File: src/rtl/crossover_stage_pkg.sv
// Shared definitions for the GA crossover stage: LFSR taps, FSM state
// encoding and a constant clog2 helper for sizing the cut register.
package crossover_stage_pkg;

    // Galois feedback taps for the 16-bit right-shifting LFSR (maximal length)
    localparam logic [15:0] GA_LFSR_TAPS = 16'hB400;

    // Crossover FSM states, 2-bit encoding
    typedef enum logic [1:0] {
        GA_XO_IDLE   = 2'd0,
        GA_XO_PICK   = 2'd1,
        GA_XO_MUTATE = 2'd2,
        GA_XO_DONE   = 2'd3
    } xo_state_e;

    // Ceiling log2 for elaboration-time sizing; bounded loop keeps it synthesizable
    function automatic int ga_clog2(input int value);
        int result;
        result = 0;
        for (int i = 0; i < 31; i++) begin
            if ((32'd1 << i) < value) begin
                result = i + 1;
            end
        end
        return result;
    endfunction

endpackage

File: src/rtl/crossover_stage_lfsr16.sv
// Free-running 16-bit Galois LFSR, shifting right every cycle.
// A zero seed would lock the register at zero, so it is replaced by 1.
module lfsr16
    import crossover_stage_pkg::*;
(
    input  logic        clk,
    input  logic        rst,
    input  logic [15:0] seed,
    output logic [15:0] q
);

    // Reload the seed on reset, otherwise advance one Galois step
    always_ff @(posedge clk) begin
        if (rst) begin
            q <= (seed == 16'h0000) ? 16'h0001 : seed;
        end else begin
            q <= (q >> 1) ^ (q[0] ? GA_LFSR_TAPS : 16'h0000);
        end
    end

endmodule

File: src/rtl/crossover_stage.sv
// One child chromosome per request: single-point crossover of two latched
// parents at a random cut, then an optional single-bit flip at the cut.
// child/child_valid feed the population buffer's D/ce directly.
//
// Request handshake: start is only looked at while busy=0 (IDLE). The edge
// that sees start=1 in IDLE accepts the request and latches both parents;
// busy is high from the next cycle through the DONE cycle, and child_valid
// pulses for exactly the DONE cycle. Starts seen while busy are dropped.
module crossover_stage
    import crossover_stage_pkg::*;
#(
    parameter int          Width   = 8,
    parameter logic [15:0] Seed    = 16'h0001,
    parameter int          MutRate = 0
) (
    input  logic             clk,
    input  logic             rst,
    input  logic             start,
    input  logic [Width-1:0] parent_a,
    input  logic [Width-1:0] parent_b,
    output logic             busy,
    output logic [Width-1:0] child,
    output logic             child_valid
);

    localparam int          CutBits   = ga_clog2(Width);
    localparam logic [31:0] WIDTH_U   = 32'(Width);
    localparam logic [8:0]  MUT_RATE9 = 9'(MutRate);

    xo_state_e          state;
    xo_state_e          state_next;
    logic [15:0]        lfsr;
    logic [7:0]         unused_lfsr_hi;
    logic [Width-1:0]   pa;
    logic [Width-1:0]   pb;
    logic [Width-1:0]   mix;
    logic [Width-1:0]   flip;
    logic [CutBits-1:0] cut;
    logic [CutBits-1:0] cand;
    logic               cand_ok;
    logic               mutate_hit;
    logic               latch_en;
    logic               cut_en;
    logic               child_en;

    lfsr16 u_lfsr (
        .clk  (clk),
        .rst  (rst),
        .seed (Seed),
        .q    (lfsr)
    );

    // Only the low byte drives cut and mutation decisions
    assign unused_lfsr_hi = lfsr[15:8];

    // Rejection sampling: candidates >= Width are discarded and redrawn next cycle
    assign cand       = lfsr[CutBits-1:0];
    assign cand_ok    = (32'(cand) < WIDTH_U);
    assign mutate_hit = ({1'b0, lfsr[7:0]} < MUT_RATE9);

    assign busy        = (state != GA_XO_IDLE);
    assign child_valid = (state == GA_XO_DONE);

    // Crossover mix: bits below the cut come from A, the rest from B
    always_comb begin
        mix = pb;
        for (int i = 0; i < Width; i++) begin
            if (i < int'(cut)) begin
                mix[i] = pa[i];
            end
        end
    end

    // Mutation mask: the single bit at the cut position
    assign flip = {{(Width-1){1'b0}}, 1'b1} << cut;

    // State register
    always_ff @(posedge clk) begin
        if (rst) begin
            state <= GA_XO_IDLE;
        end else begin
            state <= state_next;
        end
    end

    // Next-state and datapath load enables
    always_comb begin
        state_next = state;
        latch_en   = 1'b0;
        cut_en     = 1'b0;
        child_en   = 1'b0;
        case (state)
            GA_XO_IDLE: begin
                if (start) begin
                    latch_en   = 1'b1;
                    state_next = GA_XO_PICK;
                end
            end
            GA_XO_PICK: begin
                if (cand_ok) begin
                    cut_en     = 1'b1;
                    state_next = GA_XO_MUTATE;
                end
            end
            GA_XO_MUTATE: begin
                child_en   = 1'b1;
                state_next = GA_XO_DONE;
            end
            GA_XO_DONE: begin
                state_next = GA_XO_IDLE;
            end
            default: begin
                state_next = GA_XO_IDLE;
            end
        endcase
    end

    // Parent latches, cut register and child register; child holds between DONEs
    always_ff @(posedge clk) begin
        if (rst) begin
            pa    <= '0;
            pb    <= '0;
            cut   <= '0;
            child <= '0;
        end else begin
            if (latch_en) begin
                pa <= parent_a;
                pb <= parent_b;
            end
            if (cut_en) begin
                cut <= cand;
            end
            if (child_en) begin
                child <= mutate_hit ? (mix ^ flip) : mix;
            end
        end
    end

endmodule

File: config.mk
export PLATFORM = sky130hd
export DESIGN_NAME = crossover_stage
export DESIGN_NICKNAME = d
export VERILOG_FILES = /design/src/rtl/crossover_stage_pkg.sv /design/src/rtl/crossover_stage_lfsr16.sv /design/src/rtl/crossover_stage.sv
export SDC_FILE = /design/constraint.sdc
export NUM_CORES = 1
export LEC_CHECK = 0
export ABC_AREA = 1
export CORE_MARGIN = 2
export CORE_UTILIZATION = 25
export DETAILED_ROUTE_END_ITERATION = 6
export SETUP_SLACK_MARGIN = 0.2
export SYNTH_ARGS = -nofsm -noshare
export SYNTH_HDL_FRONTEND = slang
export SYNTH_HIERARCHICAL = 1
export SYNTH_SLANG_ARGS = --single-unit
File: constraint.sdc
create_clock -name clk -period 1.3 [get_ports clk]
set_input_delay 0.26 -clock clk [delete_from_list [all_inputs] [get_ports clk]]
set_output_delay 0.26 -clock clk [all_outputs]
set_load 0.005 [all_outputs]
==> summary.txt <==
Clock sink count -> 44
Tcrit/Tclk final -> 0.962
Post-CTS Hold Buffers -> 0
R2R setup slack -> 0.08 ns
Worst Path Required -> 1.04 ns
Initial antenna violation count -> 0
Run status -> completed
Die Y -> 87.9 um
H-tree level count -> 2
Pre-Repair DR Iteration Count -> 4
Max clock buf depth -> 2
Core Util, Final -> 0.391
Worst Skew -> 0.00775 ns
RSZ-0062 raised after global routing -> yes
Critical-path top delay cell -> dfxtp_2
Iter 0 DRT Violations -> 30
Routed vias/inst -> 3.95
Synth Register Bits -> 44
Leakage -> 1.22 nW
Worst path arrival time -> 0.99 ns
CTS tree -> done
Later-pin clock latency in the skew report -> 0.29 ns
Synth unique cells -> 20
Crit path cell chain -> buf_6, ha_4, buf_6
Crit-path most repeated cell -> buf_6
Starting Density -> 0.259
Post-synthesis sequential area ratio -> 0.500
Root Buffer Master -> clkbuf_8
Synthesis-to-finish area growth -> 50.9%
Post-Route WL -> 4020 um
Placed cell area -> 2300 sq um
Power Density -> 1860 nW/um^2
Ranking of synthesized cells by area -> dfxtp_1 (50%), nand2_1 (13%), nor2_1 (7.7%), o21ai_0 (6.3%), a21oi_1 (4.3%)
Setup tns final -> 0 ns
Crit path time final -> 1.25 ns
Antenna diodes -> 0
DIE WIDTH -> 87.9 um
Post-DP HPWL -> 2490 um
Core footprint -> 6790 sq um
Clock-pin transition on the worst setup and hold timing paths -> 0.07 ns
Inserted Clock Buffers -> 5
Row cnt -> 30
Pin count of the biggest net entering global routing -> 25
First-pass GRT wire length -> 6270 um
Max Cap Viol -> 0
Avg Inst Size Synth -> 7.46 sq um
Vias in the first global route -> 1,495
Nets -> 336
Max Slew Vio Count -> 0
GRT Total Usage -> 0.104
Port Buffers -> 27
HP Class -> reg -> reg
GRT overflow -> 0
Post-synth top area cell -> dfxtp_1
Final GP Congestion -> 0.734
Post-Syn Area -> 1760 sq um
Max Clock Freq -> 800 MHz
Endpoints failing setup -> 0
Critical Path Source Type -> flip-flop
Hold Vio Cnt, Final -> 0
Stages on worst setup path -> 3
Post-synth top area share -> 0.500
CP Buf/Inv Count -> 2
Fraction of layout cells with a size suffix above 1 -> 0.265
CP Capture Type -> output pin
Worst Path Max Fanout -> 2
DR WL/cell -> 9.84 um
Die area -> 7730 sq um
Hold depth -> 2
Vias -> 1,615
Post-route ant nets -> 0
DR DRC count -> 0
Reg2reg path depth -> 7
I/O Pins -> 29
Synth Warn # -> 6
Final Instance Area -> 2660 sq um
Delay-heaviest family, CP -> flip-flops
Cell count after synthesis -> 236
CP max stage delay -> 0.33 ns
CP Class -> reg -> out
Peak VDD IR -> 0.569 mV
registers in the layout (all words and copies together), names as in the netlist:
signal    flops
cut           3
pa            7
state         2
pb            8
child         8
u_lfsr/q     16
layout make-up:
type | count | area, sq um
clock buffer | 7 | 96.3
fill | 696 | 4140
inverter | 20 | 98.8
multi-input combinational | 195 | 1000
sequential | 44 | 896
tap | 96 | 120
timing repair buffer | 45 | 428
timing repair inverter | 2 | 13.8
through the flow:
step / total power [mW] / setup slack, ns / hold WS (ns) / std cells
2_1_floorplan: 2.76 / 0.202 / 0.329 / 266
3_3_place_gp: 3.28 / -0.180 / 0.397 / 391
3_5_place_dp: 3.30 / -0.211 / 0.408 / 391
4_1_cts: 4.43 / 0.0435 / 0.428 / 402
5_1_grt: 5.31 / 0.0153 / 0.441 / 409
6_report: 4.94 / 0.0500 / 0.424 / 409
cell usage after synthesis (all sizes together):
cell type and instances:
a21oi 15, buf 7, clkbuf 1, clkinv 1
conb 2, dfxtp 44, ha 4, inv 19
nand2 64, nand3 10, nand3b 2, nor2 36
o211ai 3, o21ai 25, xnor2 3
worst paths after layout:
kind,to,startpoint
worst max-delay path,child_valid,state[1]
worst min-delay path,u_lfsr/q[7],u_lfsr/q[8]
worst max register to register,pb[0],state[0]
worst min register to register,u_lfsr/q[7],u_lfsr/q[8]
cells in the final DEF (no fill, tap or decap), types with 4 or more instances in the layout:
cell and instances:
nand3_1 10, buf_4 8, clkbuf_8 7, a21oi_1 11, nor2_2 5, nand2_1 62, inv_1 12, conb_1 32
dfxtp_1 32, a21oi_2 4, o21ai_0 6, o21ai_1 9, nor2_1 31, dfxtp_2 12, o21ai_2 10, clkbuf_2 7
clkdlybuf4s50_1 15, buf_6 10
power by group:
part           total, mW  switching (mW)  internal [mW]
registers           1.91           0.202           1.71
clock network      0.909           0.435          0.473
logic               2.12            1.09           1.03
per-layer routing:
| metal | part of all wire | global-route usage | up-vias |
|---|---|---|---|
| met3 | 0.049 | 0.0264 | 5 |
| met2 | 0.48 | 0.175 | 33 |
| li1 | - | - | 866 |
| met5 | 0 | 0 | - |
| met1 | 0.46 | 0.126 | 711 |
| met4 | 0.013 | 0.0420 | 0 |
kinds of logic (layout without fill, tap and decap cells):
group                    count (synthesis)  after routing  share of synthesized area
adder cells (fa/ha/maj)                  4              4                     0.0284
flip-flops                              44             44                      0.500
other                                    2             32                    0.00427
buffers and inverters                   28             74                     0.0739
AND/OR/NAND/NOR                        112            113                      0.252
XOR/XNOR                                 3              3                     0.0149
AO/OA/AOI/OAI                           43             43                      0.127
worst min-delay path, stage by stage, from the launching register on:
cell and delay [ns]:
dfxtp_1 0.31, nand2_1 0.05, nand2_1 0.04
what timing repair did:
item / CTS / global route
endpoints found under the setup margin: 34 / 48
gates cloned: 0 / 3
hold endpoints to repair: 0 / 0
gates resized for setup: 54 / 61
buffers inserted: 4 / 4
pin swaps: 1 / 9
Note: power is estimated with default switching activity, not from simulation.
